[config.mk]
export PLATFORM = sky130hd
export DESIGN_NAME = wr_mux_2to1
export DESIGN_NICKNAME = d
export VERILOG_FILES = /design/src/rtl/wr_mux_2to1.sv
export SDC_FILE = /design/constraint.sdc
export NUM_CORES = 1
export LEC_CHECK = 0
export BUFFER_PORTS_ARGS = -buffer_cell sky130_fd_sc_hd__buf_4
export CORE_AREA = 2 2 105 107
export CTS_CLUSTER_DIAMETER = 100
export DETAILED_ROUTE_END_ITERATION = 12
export DIE_AREA = 0 0 107 109
export PLACE_DENSITY = 0.56
export SLEW_MARGIN = 10
export SYNTH_ARGS = -nofsm -noshare
export SYNTH_HDL_FRONTEND = slang
export SYNTH_SLANG_ARGS = --single-unit
[constraint.sdc]
create_clock -name aclk -period 1.6 [get_ports aclk]
set_input_delay 0.24 -clock aclk [delete_from_list [all_inputs] [get_ports aclk]]
set_output_delay 0.24 -clock aclk [all_outputs]
set_load 0.03 [all_outputs]
[src/rtl/wr_mux_2to1.sv]
// wr_mux_2to1: joins two AXI write masters onto one slave port.
// The AW channel is arbitrated round-robin. The grant is then held through
// the burst's WLAST beat, so W beats of one burst are never interleaved with
// another master's. ID bit 1 is replaced by the master index. This lets the
// downstream B demux route responses back on bid[1].
module wr_mux_2to1 (
  input  logic        aclk,
  input  logic        areset,

  input  logic [3:0]  awid_m1,
  input  logic [31:0] awaddr_m1,
  input  logic [3:0]  awlen_m1,
  input  logic [2:0]  awsize_m1,
  input  logic [1:0]  awburst_m1,
  input  logic        awvalid_m1,
  output logic        awready_m1,
  input  logic [3:0]  wid_m1,
  input  logic [31:0] wdata_m1,
  input  logic [3:0]  wstrb_m1,
  input  logic        wlast_m1,
  input  logic        wvalid_m1,
  output logic        wready_m1,

  input  logic [3:0]  awid_m2,
  input  logic [31:0] awaddr_m2,
  input  logic [3:0]  awlen_m2,
  input  logic [2:0]  awsize_m2,
  input  logic [1:0]  awburst_m2,
  input  logic        awvalid_m2,
  output logic        awready_m2,
  input  logic [3:0]  wid_m2,
  input  logic [31:0] wdata_m2,
  input  logic [3:0]  wstrb_m2,
  input  logic        wlast_m2,
  input  logic        wvalid_m2,
  output logic        wready_m2,

  output logic [3:0]  awid_s,
  output logic [31:0] awaddr_s,
  output logic [3:0]  awlen_s,
  output logic [2:0]  awsize_s,
  output logic [1:0]  awburst_s,
  output logic        awvalid_s,
  input  logic        awready_s,
  output logic [3:0]  wid_s,
  output logic [31:0] wdata_s,
  output logic [3:0]  wstrb_s,
  output logic        wlast_s,
  output logic        wvalid_s,
  input  logic        wready_s
);

  typedef enum logic [1:0] {
    IDLE = 2'd0,
    ADDR = 2'd1,
    DATA = 2'd2
  } state_t;

  state_t state;
  logic   grant;       // 0 selects m1, 1 selects m2
  logic   last_grant;  // master that completed the most recent burst

  logic [3:0] awid_g;
  logic [3:0] wid_g;
  logic       awvalid_g;
  logic       wvalid_g;
  logic       in_addr;
  logic       in_data;

  assign in_addr = (state == ADDR);
  assign in_data = (state == DATA);

  // Arbitration and burst-phase sequencing.
  // Ties go to the master that did not finish the previous burst.
  // last_grant resets to m2 so that m1 wins the first tie.
  always_ff @(posedge aclk or negedge areset) begin
    if (!areset) begin
      state      <= IDLE;
      grant      <= 1'b0;
      last_grant <= 1'b1;
    end else begin
      case (state)
        IDLE: begin
          if (awvalid_m1 && awvalid_m2) begin
            grant <= ~last_grant;
            state <= ADDR;
          end else if (awvalid_m1) begin
            grant <= 1'b0;
            state <= ADDR;
          end else if (awvalid_m2) begin
            grant <= 1'b1;
            state <= ADDR;
          end
        end
        ADDR: begin
          if (awvalid_s && awready_s) begin
            state <= DATA;
          end
        end
        DATA: begin
          if (wvalid_s && wready_s && wlast_s) begin
            state      <= IDLE;
            last_grant <= grant;
          end
        end
        default: state <= IDLE;
      endcase
    end
  end

  // Granted master's fields. Payload always follows the grant. It is only
  // meaningful while the matching valid is high.
  assign awid_g    = grant ? awid_m2    : awid_m1;
  assign awvalid_g = grant ? awvalid_m2 : awvalid_m1;
  assign wid_g     = grant ? wid_m2     : wid_m1;
  assign wvalid_g  = grant ? wvalid_m2  : wvalid_m1;

  assign awid_s    = {awid_g[3:2], grant, awid_g[0]};
  assign awaddr_s  = grant ? awaddr_m2  : awaddr_m1;
  assign awlen_s   = grant ? awlen_m2   : awlen_m1;
  assign awsize_s  = grant ? awsize_m2  : awsize_m1;
  assign awburst_s = grant ? awburst_m2 : awburst_m1;
  assign awvalid_s = in_addr & awvalid_g;

  assign wid_s     = {wid_g[3:2], grant, wid_g[0]};
  assign wdata_s   = grant ? wdata_m2   : wdata_m1;
  assign wstrb_s   = grant ? wstrb_m2   : wstrb_m1;
  assign wlast_s   = grant ? wlast_m2   : wlast_m1;
  assign wvalid_s  = in_data & wvalid_g;

  // Readies reach only the granted master, and only in its own phase. This
  // holds off W issued early until the address has been accepted.
  assign awready_m1 = in_addr & ~grant & awready_s;
  assign awready_m2 = in_addr &  grant & awready_s;
  assign wready_m1  = in_data & ~grant & wready_s;
  assign wready_m2  = in_data &  grant & wready_s;

endmodule
==> results.cfg <==
[critical_path]
critical_path.startpoint = grant$_DFFE_PN0P_
timing.rr.start = grant$_DFFE_PN0P_
startpoint_type = register
path_class = reg2out
critical_path_required_ps = 1360
cp_max_fo = 13
endpoint = wdata_s[10]
endpoint_kind = output port
regToRegSetupSlack_ps = -50
r2r_cells = 5
r2r_end = last_grant$_DFFE_PN1P_
arrival_ps = 1520

[yosys]
synth_area_per_cell_sq_um = 10.5
syn_area_sq_um = 1280
synth_seq_cells = 4
yosysTopAreaCell = mux2_2
syn_nets = 302
synthCells = 122
synth_top_cell_area_share = 0.731
synth_area_leaders = mux2_2, dfrtp_1, buf_2, nor3_1, mux2_4
yosysSeqAreaShare = 0.0793
synth_cell_types = 17
yosys_warnings = 0

[worst_hold_path]
hp-class = in2reg
min_path_cells = 2

[power]
power_per_cell_area_nw_per_um2 = 1580
p_leak_nw = 1.97
vdd_ir_drop_max_uv = 721

[die]
rows = 38
die_area_sq_um = 11700
core-area_sq_um = 10600
start_util = 0.121
ios = 272
chipWidth_um = 107
die_y_um = 109

[timing]
hold_viol = 0
rsz0062_at_grt = true
fmax_mhz = 568
maxSlewViolCount = 0
tightestPinTransition_ps = 241
fin_tns_setup_ps = -10710
setup_ws_ps = -159
period_needed_ps = 1760
slew_headroom = 0.839
setup_viol = 91
clock_skew_ps = 5.78
fin_crit_sh = 1.10

[grt]
grt_max_degree = 26
gr-total-overflow = 0
grt_pass1_wl_mm = 9.74
grt_pass1_vias = 1988
antenna_found_initial = 0
grtUsageTotal = 0.104

[final_layout]
nets = 579
syn2layout_area_growth_pct = 209
fin_util = 0.373
nFillCells = 1052
diodes = 0
layout_common_cells = buf_4, mux2_2, buf_6, mux2_4, clkbuf_16
stdcell_area_sq_um = 3950
drive_gt1_frac = 0.957
layout_commonest_cell = buf_4

[routing]
initialDrtViolationCount = 37
wirelength_mm = 7.71
vias = 2085
wl_per_cell_um = 14.3
drt-pass1-iter-count = 4
route.detailed.drc = 0
ant_nets = 0
viasPerCell = 3.88

[run_status]
violations = negative setup slack
status = finished with violations

[clock_network]
clockRootBuffer = clkbuf_8
cts_tree = done
clkLatencyLatePin_ps = 220
cts_buffer_depth = 2
cts_max_level = 1
cts_buffers = 3
cts.sinks = 4
clkSlewWorstSetupHoldPaths_ps = 30

[place]
place_area_sq_um = 3480
dpl.hpwl_mm = 6.00
portBuffers = 267
gp_congestion = 0.726
pre_cts_slack_ps = 41.9

[job]
maxCapViolCount = 0
## cell usage after synthesis
master	count
mux2_2	83
buf_2	8
nor3_1	6
buf_4	3
dfrtp_1	3
nand2_1	3
nor2_1	3
inv_1	2
mux2_4	2
mux2i_1	2
a32o_1	1
buf_6	1
dfstp_2	1
nand2b_2	1
nor3b_1	1
nor4b_4	1
o32ai_1	1
## state kept, by name, indices dropped and copies added, names as in the netlist
name        count
last_grant      1
state           2
grant           1
## area by class of cell
cell class | instances | area (sq um) | share of cell area
flip-flops and latches | 4 | 105 | 0.0266
inverters | 2 | 7.51 | 0.00190
clock buffers | 4 | 45.0 | 0.0114
well taps | 140 | 175 | 0.0443
multi-input cells | 104 | 1150 | 0.291
repair buffers | 284 | 2470 | 0.625
## kinds of logic after synthesis
logic type,count (synthesis),share of synthesized area
muxes,87,0.770
and+or+nand+nor,15,0.0724
buffers and inverters,14,0.0636
DFF,4,0.0793
AOI/OAI and AO/OA,2,0.0147
## per-layer routing
layer | routed length (um) | GRT usage | vias up | share of wire
met4 | 23 | 0.0148 | 0 | 0.0030
met3 | 500 | 0.0149 | 2 | 0.065
li1 | - | - | 1011 | -
met1 | 3110 | 0.128 | 972 | 0.40
met2 | 4080 | 0.193 | 100 | 0.53
met5 | 0 | 0 | - | 0
## how the worst min path moves through the flow
stage	slack, ps	startpoint	to
final	300	awvalid_m2	grant$_DFFE_PN0P_
after global placement	40	areset	state[0]$_DFFE_PN0P_
after global routing	310	awvalid_m2	grant$_DFFE_PN0P_
after CTS	300	awvalid_m2	grant$_DFFE_PN0P_
after detailed placement	40	areset	state[1]$_DFFE_PN0P_
after floorplan	-60	areset	grant$_DFFE_PN0P_
## power by group
group | leakage [nW] | internal (mW) | switching [mW]
clock network | 0.0228 | 0.170 | 0.0562
registers | 0.0453 | 0.170 | 0.0436
logic | 1.90 | 2.93 | 2.89
## worst max-delay path, cell delays in order, from the launching register on
cell	delay, ps
dfrtp_4	470
buf_4	180
buf_12	150
mux2_2	310
buf_4	180
## timing repair
action / CTS / global route
gates cloned: 1 / 4
setup endpoints to repair: 87 / 90
endpoints found under the hold margin: 4 / 0
setup buffers: 1 / 5
pin swaps: 0 / 1
hold buffers: 1 / 0
gates resized for setup: 58 / 9
## through the flow
step | std cells | total power [mW] | hold slack, ps
2_1_floorplan | 122 | 3.38 | -55.6
3_3_place_gp | 523 | 5.06 | 36.6
3_5_place_dp | 523 | 5.08 | 37.2
4_1_cts | 530 | 5.85 | 298
5_1_grt | 538 | 6.54 | 312
6_report | 538 | 6.26 | 300
(Power assumes the default switching activity.)
